==> src/rtl/ifu_pkg.sv <==
`default_nettype none
// ============================================================================
// Module  : ifu_pkg
// Brief   : Shared state encodings and constants for the instruction fetch unit.
// Revision: 1.0 - initial release
// ============================================================================
package ifu_pkg;

    typedef enum logic [1:0] {
        S_IDLE = 2'd0,
        S_REQ  = 2'd1,
        S_WAIT = 2'd2,
        S_HOLD = 2'd3
    } ifu_state_e;

    localparam logic [31:0] INST_NOP = 32'h0000_0013;  // addi x0, x0, 0
    localparam int unsigned PC_STEP  = 4;

endpackage
`default_nettype wire

==> src/rtl/ifu_hold_buf.sv <==
`default_nettype none
// ============================================================================
// Module  : ifu_hold_buf
// Brief   : Single-entry instruction/address buffer used while IF/ID is stalled.
// Revision: 1.0 - initial release
// ============================================================================
module ifu_hold_buf #(
    parameter int AW = 32,
    parameter int DW = 32
) (
    input  logic          clk,
    input  logic          rst,
    input  logic          load,
    input  logic          clear,
    input  logic [DW-1:0] load_inst,
    input  logic [AW-1:0] load_addr,
    output logic [DW-1:0] buf_inst,
    output logic [AW-1:0] buf_addr,
    output logic          buf_valid
);

    logic [DW-1:0] r_inst;
    logic [AW-1:0] r_addr;
    logic          r_valid;

    // Load wins over clear so a same-cycle refill is never lost.
    always_ff @(posedge clk or posedge rst) begin
        if (rst) begin
            r_inst  <= '0;
            r_addr  <= '0;
            r_valid <= 1'b0;
        end else if (load) begin
            r_inst  <= load_inst;
            r_addr  <= load_addr;
            r_valid <= 1'b1;
        end else if (clear) begin
            r_valid <= 1'b0;
        end
    end

    assign buf_inst  = r_inst;
    assign buf_addr  = r_addr;
    assign buf_valid = r_valid;

endmodule
`default_nettype wire

==> src/rtl/ifu_fetch.sv <==
`default_nettype none
// ============================================================================
// Module  : ifu_fetch
// Brief   : Instruction fetch stage: PC, single-outstanding ibus fetch, IF/ID
//           register, redirect and stall handling. Optional performance
//           counters enabled by defining IFU_PERF_EN.
// Revision: 1.0 - initial release
// ============================================================================
module ifu_fetch
    import ifu_pkg::*;
#(
    parameter int            AW       = 32,
    parameter int            DW       = 32,
    parameter logic [AW-1:0] RESET_PC = '0
) (
    input  logic          clk,
    input  logic          rst,
    input  logic          jump_en,
    input  logic [AW-1:0] jump_addr,
    input  logic          stall,
    output logic          ibus_req,
    output logic [AW-1:0] ibus_addr,
    input  logic          ibus_gnt,
    input  logic          ibus_rvalid,
    input  logic [DW-1:0] ibus_rdata,
    output logic [DW-1:0] inst_o,
    output logic [AW-1:0] inst_addr_o,
    output logic          inst_valid_o
`ifdef IFU_PERF_EN
    ,
    output logic [31:0]   perf_fetch_cnt,
    output logic [31:0]   perf_drop_cnt
`endif
);

    localparam logic [DW-1:0] c_nop_inst = DW'(INST_NOP);
    localparam logic [AW-1:0] c_pc_step  = AW'(PC_STEP);
    localparam logic [AW-1:0] c_align    = ~AW'(3);

    ifu_state_e    r_state, w_state_next;
    logic [AW-1:0] r_pc, w_pc_next;
    logic [AW-1:0] r_req_pc, w_req_pc_next;
    logic          r_drop, w_drop_next;

    logic [DW-1:0] r_inst;
    logic [AW-1:0] r_inst_addr;
    logic          r_inst_valid;

    logic [AW-1:0] w_jump_target;
    logic          w_deliver_rsp;
    logic          w_deliver_buf;
    logic          w_drop_rsp;
    logic          w_drop_buf;
    logic          w_buf_load;
    logic          w_buf_clear;
    logic [DW-1:0] w_buf_inst;
    logic [AW-1:0] w_buf_addr;
    logic          w_buf_valid;

    assign w_jump_target = jump_addr & c_align;

    always_ff @(posedge clk or posedge rst) begin
        if (rst) begin
            r_state  <= S_IDLE;
            r_pc     <= RESET_PC;
            r_req_pc <= '0;
            r_drop   <= 1'b0;
        end else begin
            r_state  <= w_state_next;
            r_pc     <= w_pc_next;
            r_req_pc <= w_req_pc_next;
            r_drop   <= w_drop_next;
        end
    end

    always_comb begin
        w_state_next  = r_state;
        w_pc_next     = r_pc;
        w_req_pc_next = r_req_pc;
        w_drop_next   = r_drop;
        w_deliver_rsp = 1'b0;
        w_deliver_buf = 1'b0;
        w_drop_rsp    = 1'b0;
        w_drop_buf    = 1'b0;
        w_buf_load    = 1'b0;
        w_buf_clear   = 1'b0;

        case (r_state)
            S_IDLE: begin
                w_state_next = S_REQ;
                if (jump_en) begin
                    w_pc_next = w_jump_target;
                end
            end

            S_REQ: begin
                if (ibus_gnt) begin
                    w_req_pc_next = r_pc;
                    w_pc_next     = r_pc + c_pc_step;
                    w_state_next  = S_WAIT;
                end
                // A fetch granted alongside a redirect is already stale.
                if (jump_en) begin
                    w_pc_next = w_jump_target;
                    if (ibus_gnt) begin
                        w_drop_next = 1'b1;
                    end
                end
            end

            S_WAIT: begin
                if (jump_en) begin
                    w_pc_next = w_jump_target;
                    if (ibus_rvalid) begin
                        w_drop_rsp   = 1'b1;
                        w_drop_next  = 1'b0;
                        w_state_next = S_REQ;
                    end else begin
                        w_drop_next  = 1'b1;
                    end
                end else if (ibus_rvalid) begin
                    if (r_drop) begin
                        w_drop_rsp   = 1'b1;
                        w_drop_next  = 1'b0;
                        w_state_next = S_REQ;
                    end else if (!stall) begin
                        w_deliver_rsp = 1'b1;
                        w_state_next  = S_REQ;
                    end else begin
                        w_buf_load   = 1'b1;
                        w_state_next = S_HOLD;
                    end
                end
            end

            S_HOLD: begin
                if (jump_en) begin
                    w_pc_next    = w_jump_target;
                    w_drop_buf   = w_buf_valid;
                    w_buf_clear  = 1'b1;
                    w_state_next = S_REQ;
                end else if (!stall) begin
                    w_deliver_buf = w_buf_valid;
                    w_buf_clear   = 1'b1;
                    w_state_next  = S_REQ;
                end
            end

            default: begin
                w_state_next = S_IDLE;
            end
        endcase
    end

    // IF/ID register: flush beats stall, stall holds, otherwise bubble.
    always_ff @(posedge clk or posedge rst) begin
        if (rst) begin
            r_inst       <= c_nop_inst;
            r_inst_addr  <= '0;
            r_inst_valid <= 1'b0;
        end else if (jump_en) begin
            r_inst       <= c_nop_inst;
            r_inst_valid <= 1'b0;
        end else if (w_deliver_rsp) begin
            r_inst       <= ibus_rdata;
            r_inst_addr  <= r_req_pc;
            r_inst_valid <= 1'b1;
        end else if (w_deliver_buf) begin
            r_inst       <= w_buf_inst;
            r_inst_addr  <= w_buf_addr;
            r_inst_valid <= 1'b1;
        end else if (!stall) begin
            r_inst_valid <= 1'b0;
        end
    end

    ifu_hold_buf #(
        .AW (AW),
        .DW (DW)
    ) u_hold_buf (
        .clk       (clk),
        .rst       (rst),
        .load      (w_buf_load),
        .clear     (w_buf_clear),
        .load_inst (ibus_rdata),
        .load_addr (r_req_pc),
        .buf_inst  (w_buf_inst),
        .buf_addr  (w_buf_addr),
        .buf_valid (w_buf_valid)
    );

    assign ibus_req     = (r_state == S_REQ);
    assign ibus_addr    = r_pc;
    assign inst_o       = r_inst;
    assign inst_addr_o  = r_inst_addr;
    assign inst_valid_o = r_inst_valid;

`ifdef IFU_PERF_EN
    logic [31:0] r_perf_fetch;
    logic [31:0] r_perf_drop;

    always_ff @(posedge clk or posedge rst) begin
        if (rst) begin
            r_perf_fetch <= '0;
            r_perf_drop  <= '0;
        end else begin
            if (w_deliver_rsp || w_deliver_buf) begin
                r_perf_fetch <= r_perf_fetch + 32'd1;
            end
            if (w_drop_rsp || w_drop_buf) begin
                r_perf_drop <= r_perf_drop + 32'd1;
            end
        end
    end

    assign perf_fetch_cnt = r_perf_fetch;
    assign perf_drop_cnt  = r_perf_drop;
`endif

endmodule
`default_nettype wire

==> config.mk <==
export PLATFORM = sky130hd
export DESIGN_NAME = ifu_fetch
export DESIGN_NICKNAME = d
export VERILOG_FILES = /design/src/rtl/ifu_pkg.sv /design/src/rtl/ifu_hold_buf.sv /design/src/rtl/ifu_fetch.sv
export SDC_FILE = /design/constraint.sdc
export NUM_CORES = 1
export LEC_CHECK = 0
export ABC_AREA = 0
export BUFFER_PORTS_ARGS = -buffer_cell sky130_fd_sc_hd__buf_2
export CAP_MARGIN = 20
export CORE_MARGIN = 2
export CORE_UTILIZATION = 45
export DETAILED_ROUTE_END_ITERATION = 16
export HOLD_SLACK_MARGIN = 0.08
export PLACE_DENSITY = 0.66
export SYNTH_ARGS = -nofsm -noshare
export SYNTH_HDL_FRONTEND = slang
export SYNTH_SLANG_ARGS = --single-unit
==> constraint.sdc <==
create_clock -name clk -period 5.3 [get_ports clk]
set_input_delay 0.265 -clock clk [delete_from_list [all_inputs] [get_ports clk]]
set_output_delay 0.265 -clock clk [all_outputs]
set_load 0.01 [all_outputs]
==> impl_metrics.toml, run 1 <==
[status]
status = "finished, final reports clean"

[setup_path]
cp_data_required_time_ps = 5650
crit_type = "reg -> reg"
critical_path.cell_chain = "inv_1, ha_1, nand3_1, or3_1, or4_1, a31oi_1"
slowest_delay_ps = 680
setup.worst_path.end_class = "flop"
cp_max_fo = 13
cp_top_family = "simple AND/OR/NAND/NOR gates"
slowest_stage = "or3_1"
cp-start-kind = "flop"
worstSetupPathDepth = 6
critical_path_arrival_ps = 3170
cp.buffers_inverters = 1
reg2regPathDepth = 6

[die]
core_area_um2 = 18090
ioPinCount = 168
start_util_pct = 46.18
fp-row-count = 49
fp.dieH_um = 140.2
dieArea_um2 = 19670
die_w_um = 140.2

[clocking]
root_buffer = "clkbuf_16"
cts_max_path_buffers = 2
post-cts-setup-buffers = 0
cts_tree = "done"
clock_sinks = 189
clock_latency_ps = 430
clk_pin_slew_ps = 70
cts_made_buffers = 17
h-tree-depth = 4

[yosys]
syn_inst = 720
synth.avg_cell_area_um2 = 11.60
ys_seq_elements = 189
synth_top_area_share_pct = 55.72
syn-cell-area_um2 = 8353
async_reset_ff_share_pct = 100.0
synthTopCellsByArea = "dfrtp_1, mux2_2, mux2i_1, o21ai_0, nand2_1"
synth_edf_count = 0
yosysUniqueCellTypes = 46
yosysTopAreaCell = "dfrtp_1"
ys.flop_type = "dfrtp_1"
yosysSeqAreaShare_pct = 56.67
yosys_warnings = 0

[detailed_routing]
dr.pass1.iters = 4
post_drt_wl_per_cell_um = 16.66
wl_met1_um = 8619
vias = 6091
drt_iter0_markers = 305
via_per_inst = 5.334
antenna_left = 0
highest_layer = "met4"
wl_met2_um = 9207
routed_wl_um = 19020
drc = 0
met3WireLength_um = 658

[finish]
syn2layout_area_growth_pct = 23.85
final_cell_mix = "dfrtp_1, buf_2, mux2_2"
diodes = 0
nFillCells = 1551
drive_gt1_share_pct = 32.53
final_util_pct = 57.20
mostFrequentLayoutCell = "dfrtp_1"
finalNetCount = 974

[global_routing]
grt_start_max_net_pins = 190
grt_pass1_vias = 5950
grt_first_pass_wirelength_um = 31060
grt-ovfl-total = 0
antenna_found_initial = 0
grt.total_usage_pct = 19.88

[timing]
post-route-min-period_ps = 2822
setup_viol = 0
finClkSkew_ps = 5.113
final_max_slew_viol_count = 0
maxClockFrequency_mhz = 354.4
slew_headroom_pct = 27.06
worst_slew_pin_slew_ps = 1094
rsz0062_at_grt = "no"
fin_crit_sh_pct = 53.25
setup-tns-final_ps = 0
hold_violations = 0

[pwr]
vdd_drop_max_v = 0.0002429
power.leakage_nw = 4.780
p_per_area_nw_per_um2 = 358.0

[place]
place_congestion = 0.7599
hpwl_um = 11630
port_buffers = 161

[worst_hold_path]
holdCritPathClass = "in -> async"

[run]
cap_violations = 0
-- layout make-up --
cell class | instances | area (um2) | share of cell area [%]
flip-flops and latches | 189 | 4733 | 45.75
well taps | 229 | 286.5 | 2.770
repair buffers | 210 | 1299 | 12.55
multi-input cells | 470 | 3392 | 32.79
inverters | 12 | 48.80 | 0.4717
clock inverters | 13 | 132.6 | 1.282
clock buffers | 19 | 452.9 | 4.378
-- worst register-to-register path, stage by stage (launching register included) --
cell	delay, ps
dfrtp_1	430
inv_1	70
ha_1	420
nand3_1	410
or3_1	680
or4_1	560
a31oi_1	170
-- repair_timing --
item / CTS / global route
resized for setup: 0 / 0
hold endpoints to repair: 45 / 0
hold buffers: 45 / 0
-- sequential cells by signal, indices dropped and copies added, names as in the netlist --
signal	cells
u_hold_buf.buf_valid	1
u_hold_buf.buf_addr	30
inst_o	32
inst_addr_o	30
u_hold_buf.buf_inst	32
inst_valid_o	1
r_drop	1
r_req_pc	30
ibus_addr	30
r_state	2
-- synthesized netlist by cell type, types with 5 or more instances --
master	count
dfrtp_1	186
mux2_2	87
o21ai_0	83
nand2_1	69
mux2i_1	66
nand3_1	40
clkbuf_1	36
nor2_1	22
o31ai_1	12
inv_1	11
or4_1	11
a31oi_1	9
xnor2_1	8
buf_2	6
buf_1	5
nand4_1	5
nor3_1	5
-- path summary, 6_finish.rpt --
| path | endpoint | slack [ps] | start |
|---|---|---|---|
| max | ibus_addr[20] | 2480 | r_state[1] |
| max in group asynchronous | inst_o[17] | 4350 | rst |
| min reg2reg | inst_addr_o[30] | 480 | inst_addr_o[30] |
| min in group clk | u_hold_buf.buf_inst[23] | 90 | ibus_rdata[23] |
| min | inst_o[8] | 80 | rst |
| max reg2reg | ibus_addr[20] | 2480 | r_state[1] |
-- cell families (layout without fill, tap and decap cells) --
family,count (synthesis),in the layout,share of synthesized area [%]
AOI/OAI and AO/OA,121,121,8.314
buffers and inverters,64,254,3.235
other,1,4,0.04489
DFF,189,189,56.67
and+or+nand+nor,176,176,10.25
muxes,153,153,19.64
adders and majority gates,4,4,0.5992
xor gates and xnor gates,12,12,1.258
-- routing by layer --
layer	GRT usage [%]	vias to the layer above
met1	26.50	2994
met5	0	-
met3	3.214	35
met4	8.559	0
li1	-	2932
met2	32.40	130
-- through the flow --
step	hold slack, ps	cells	setup slack, ps	total power (W)	area (um2)
4_1_cts	80.32	1142	2489	0.003748	10340
2_1_floorplan	381.8	723	2603	0.002253	8368
3_3_place_gp	456.7	1065	2512	0.002421	9309
3_5_place_dp	466.1	1065	2463	0.002450	9309
6_report	77.29	1142	2478	0.003704	10340
5_1_grt	83.86	1142	2333	0.003905	10340
-- power breakdown --
part / total [W] / internal [W] / switching [W]
combinational: 0.000587 / 0.000313 / 0.000273
sequential: 0.00185 / 0.00168 / 0.000171
clock: 0.00127 / 0.000685 / 0.000581
Power figures use the tool's default switching activity.
==> inputs of run 2 (changes only) <==
clock period = 2.3 ns   (was 5.3 ns; I/O delays follow)
==> run 2 against run 1 <==
Net effect:
- combinational power rose to 2.5 times the previous value
- global-route usage rose by 0.24 points
- largest power group unchanged
- sequential power rose by 130%
- register-to-register slack got worse by 2300 ps
- fmax rose by 31%
- critical endpoint unchanged
- core utilization rose by 2.8 points
- flip-flop and latch count did not move
==> impl_metrics.toml, run 2 (synthesized netlist as in run 1, its figures left out) <==
[status]
status = "finished, final reports clean"

[setup_path]
critical_path_arrival_ps = 2510
cp_data_required_time_ps = 2650
crit_type = "reg -> reg"
cp-start-kind = "flop"
cp_max_fo = 13
setup.worst_path.end_class = "flop"

[die]
dieArea_um2 = 19670
die_w_um = 140.2
fp-row-count = 49
start_util_pct = 46.18
ioPinCount = 168
fp.dieH_um = 140.2
core_area_um2 = 18090

[global_routing]
grt-ovfl-total = 0
grt_pass1_vias = 6181
antenna_found_initial = 1
grt_first_pass_wirelength_um = 31570
grt_start_max_net_pins = 127
grt.total_usage_pct = 20.11

[finish]
mostFrequentLayoutCell = "dfrtp_1"
seqCellArea_um2 = 4733
final_cell_mix = "dfrtp_1, buf_2, mux2_2"
syn2layout_area_growth_pct = 29.99
final_util_pct = 60.03
drive_gt1_share_pct = 33.58
nFillCells = 1519
multiInputGateArea_um2 = 3397
finalNetCount = 1017

[detailed_routing]
post_drt_wl_per_cell_um = 16.08
drc = 0
vias = 6187
dr.pass1.iters = 4
via_per_inst = 5.217
drt_iter0_markers = 329
routed_wl_um = 19070
antenna_left = 0

[pwr]
power.leakage_nw = 5.033
p_per_area_nw_per_um2 = 805.2
total_power_w = 0.008743
vdd_drop_max_v = 0.0005693

[timing]
fin_crit_sh_pct = 93.75
setup-tns-final_ps = 0
worst_slew_pin_slew_ps = 730.8
holdWs_ps = 126.1
maxClockFrequency_mhz = 463.8
finClkSkew_ps = 9.841
setup_viol = 0
slew_headroom_pct = 51.28
hold_violations = 0
final_max_slew_viol_count = 0
post-route-min-period_ps = 2156
rsz0062_at_grt = "no"

[clocking]
clock_sinks = 189
cts_made_buffers = 17
h-tree-depth = 4
clock_latency_ps = 430
cts_max_path_buffers = 2
root_buffer = "clkbuf_16"
cts_tree = "done"
clk_pin_slew_ps = 70

[place]
hpwl_um = 12420
place_congestion = 0.7417
port_buffers = 161

[run]
cap_violations = 0

[worst_hold_path]
holdCritPathClass = "in -> reg"
[run 2: worst max-delay path, stage by stage (launching register included)]
cell and delay [ps]:
dfrtp_1 430, nand4_1 280, or3_1 670, or4_1 530, a31oi_1 170
[run 2: through the flow]
step | worst slack [ps] | instances | area (um2)
2_1_floorplan | -247.0 | 723 | 8368
3_3_place_gp | 143.4 | 1088 | 9594
3_5_place_dp | 94.92 | 1088 | 9594
4_1_cts | 81.90 | 1185 | 10850
5_1_grt | 2.920 | 1186 | 10860
6_report | 143.7 | 1186 | 10860
[run 2: layer usage]
layer	up-vias	track usage, %	wire, um
met4	0	7.709	422
met1	2999	26.96	8709
met5	-	0	0
li1	3029	-	-
met3	28	3.932	736
met2	131	32.59	9204
[run 2: cell type report]
cell class / count / area share, %
clock inverter: 15 / 1.659
clock buffer: 17 / 3.918
sequential: 189 / 43.59
timing repair buffer: 253 / 16.43
tap: 229 / 2.639
multi-input combinational: 470 / 31.29
inverter: 12 / 0.4494
antenna: 1 / 0.02305
[run 2: repair_timing]
| item | CTS | global route |
|---|---|---|
| setup buffers | 0 | 0 |
| endpoints found under the setup margin | 0 | 6 |
| resized for setup | 0 | 1 |
| hold buffers | 65 | 0 |
| endpoints found under the hold margin | 281 | 0 |
[run 2: final timing paths]
check / startpoint / slack (ps) / endpoint / depth (start not counted)
max reg2reg: ibus_addr[6] / 140 / ibus_addr[20] / 4
max in group asynchronous: rst / 1290 / inst_addr_o[10] / 4
min reg2reg: inst_addr_o[3] / 470 / inst_addr_o[3] / 2
min: ibus_gnt / 130 / r_state[0] / 4
max: ibus_addr[6] / 140 / ibus_addr[20] / 4
min in group asynchronous: rst / 350 / inst_o[8] / 4
[run 2: power by group]
group	switching [W]	internal [W]	total, W
combinational	0.000681	0.000805	0.00149
clock	0.00137	0.00164	0.00301
sequential	0.000373	0.00387	0.00425
==> inputs of run 3 (changes only) <==
CELL_PAD_IN_SITES_DETAIL_PLACEMENT = 1   (was default)
CELL_PAD_IN_SITES_GLOBAL_PLACEMENT = 1   (was default)
CORE_UTILIZATION = 39   (was 45)
PLACE_DENSITY = 0.72   (was 0.66)
==> run 3 against run 2 <==
Net effect:
- final area grew 0.71%
- power grew 1.9%
- setup slack better by 25 ps
- clock skew about the same
- largest cell class unchanged
- core utilization is 8.0 points lower
- sequential power about the same
- combinational power barely moved
- register-to-register slack gained 30 ps
==> impl_metrics.toml, run 3 (synthesized netlist as in run 1, its figures left out) <==
[pwr]
power.leakage_nw = 5.045
p_clk_share_pct = 35.0
power_frac_seq_pct = 47.9
p_comb_share_pct = 17.1
p_int_w = 0.006529
switching_share_pct = 26.73
netSwitchingPower_w = 0.002381
vdd_drop_max_v = 0.0005555
p_per_area_nw_per_um2 = 814.7

[setup_path]
slowest_delay_ps = 530
r2r-end = "ibus_addr[20]"
r2r-start = "ibus_addr[2]"
cp-start-kind = "flop"
r2r_setup_slack_ps = 170
slowest_stage = "or3_1"
cp.buffers_inverters = 0
cp-endpoint = "ibus_addr[20]"
cp_max_fo = 11
cp_data_required_time_ps = 2640
worstSetupPathDepth = 5
setup.worst_path.end_class = "flop"
critical_path_arrival_ps = 2470
critical_path.cell_chain = "ha_1, nand3_1, or3_1, or4_1, a31oi_1"
startpoint = "ibus_addr[2]"
reg2regPathDepth = 5
crit_type = "reg -> reg"
cp_top_family = "simple AND/OR/NAND/NOR gates"

[die]
start_util_pct = 39.74
fp-row-count = 53
die_w_um = 150.4
fp.dieH_um = 150.4
core_area_um2 = 21020
ioPinCount = 168
dieArea_um2 = 22610

[clocking]
cts_made_buffers = 17
root_buffer = "clkbuf_16"
clock_sinks = 189
cts_tree = "done"
h-tree-depth = 4
clock_latency_ps = 430
post-cts-setup-buffers = 0
clk_pin_slew_ps = 70
cts_max_path_buffers = 2

[global_routing]
grt.total_usage_pct = 20.17
grt-ovfl-total = 0
grt_first_pass_wirelength_um = 35490
grt_start_max_net_pins = 89
antenna_found_initial = 2
grt_pass1_vias = 6762

[detailed_routing]
drc = 0
antenna_left = 0
via_per_inst = 5.183
dr.pass1.iters = 4
vias = 6396
routed_wl_um = 22080
post_drt_wl_per_cell_um = 17.89
drt_iter0_markers = 189

[timing]
layout_setup_ws_ps = 169.1
hold_violations = 0
maxClockFrequency_mhz = 469.3
holdWs_ps = 136.8
worst_slew_pin_slew_ps = 505.6
finClkSkew_ps = 9.518
rsz0062_at_grt = "no"
fin_crit_sh_pct = 92.65
final_max_slew_viol_count = 0
slew_headroom_pct = 66.29
post-route-min-period_ps = 2131
setup_viol = 0

[place]
dp_worst_setup_slack_ps = 82.25
port_buffers = 161
hpwl_um = 14370
placed_cells_incl_taps = 1136
place_congestion = 0.7313

[finish]
syn2layout_area_growth_pct = 30.92
final_util_pct = 52.02
final_cells = 1234
finalNetCount = 1020
final_cell_mix = "dfrtp_1, buf_2, mux2_2"
mostFrequentLayoutCell = "dfrtp_1"
drive_gt1_share_pct = 33.33

[worst_hold_path]
holdCritPathClass = "in -> reg"

[status]
status = "finished, final reports clean"

[run]
cap_violations = 0
==> run 3: cell count changes in the layout (fill, tap and decap cells not counted), moves of 2 or more <==
cell,before,now
inv_8,2,0
clkinv_4,3,1
buf_4,17,20
inv_6,4,2
bufinv_16,2,4
clkbuf_1,0,2
==> run 3: worst min-delay path by stage <==
stage	start	endpoint	slack [ps]	cells past startpoint
2_1_floorplan	jump_addr[30]	ibus_addr[30]	230	2
3_3_place_gp	rst	u_hold_buf.buf_inst[26]	140	2
3_5_place_dp	rst	u_hold_buf.buf_inst[27]	150	2
4_1_cts	stall	inst_valid_o	120	4
5_1_grt	stall	inst_valid_o	150	4
6_report	stall	inst_valid_o	140	4
==> run 3: tightest hold or removal path: stages <==
cell	delay, ps
buf_2	120
nor2b_1	160
nand2_1	80
nand2_1	50
==> run 3: power by group through the flow <==
stage / clock network [W] / logic, W / registers, W
after floorplan: 0 / 0.000938 / 0.00425
after global placement: 0 / 0.00140 / 0.00428
after detailed placement: 0 / 0.00145 / 0.00433
after CTS: 0.00320 / 0.00155 / 0.00427
after global routing: 0.00333 / 0.00169 / 0.00435
final: 0.00312 / 0.00152 / 0.00427
==> run 3: cell type report <==
class / instances / area, um2
fillers: 2284 / 10090
diodes: 2 / 5.005
multi-input cells: 470 / 3397
clock inverters: 10 / 163.9
clock buffers: 20 / 446.7
flip-flops and latches: 189 / 4733
well taps: 275 / 344.1
repair buffers: 256 / 1797
inverters: 12 / 48.80
==> run 3: repair_timing <==
item	4_1_cts	5_1_grt
setup endpoints to repair	0	5
hold endpoints to repair	108	0
hold buffers	66	0
gates resized for setup	0	1
==> run 3: through the flow <==
stage | setup TNS (ps) | cell area (um2) | power [W]
6_report | 0 | 10940 | 0.008910
5_1_grt | 0 | 10940 | 0.009368
4_1_cts | 0 | 10930 | 0.009015
3_5_place_dp | 0 | 9654 | 0.005782
3_3_place_gp | 0 | 9654 | 0.005680
2_1_floorplan | -45950 | 8368 | 0.005191
==> run 3: per-layer routing <==
layer	track usage, %	part of all wire (%)
met1	25.31	44
met2	33.91	49
met3	3.636	3.0
met4	9.198	3.1
met5	0	0
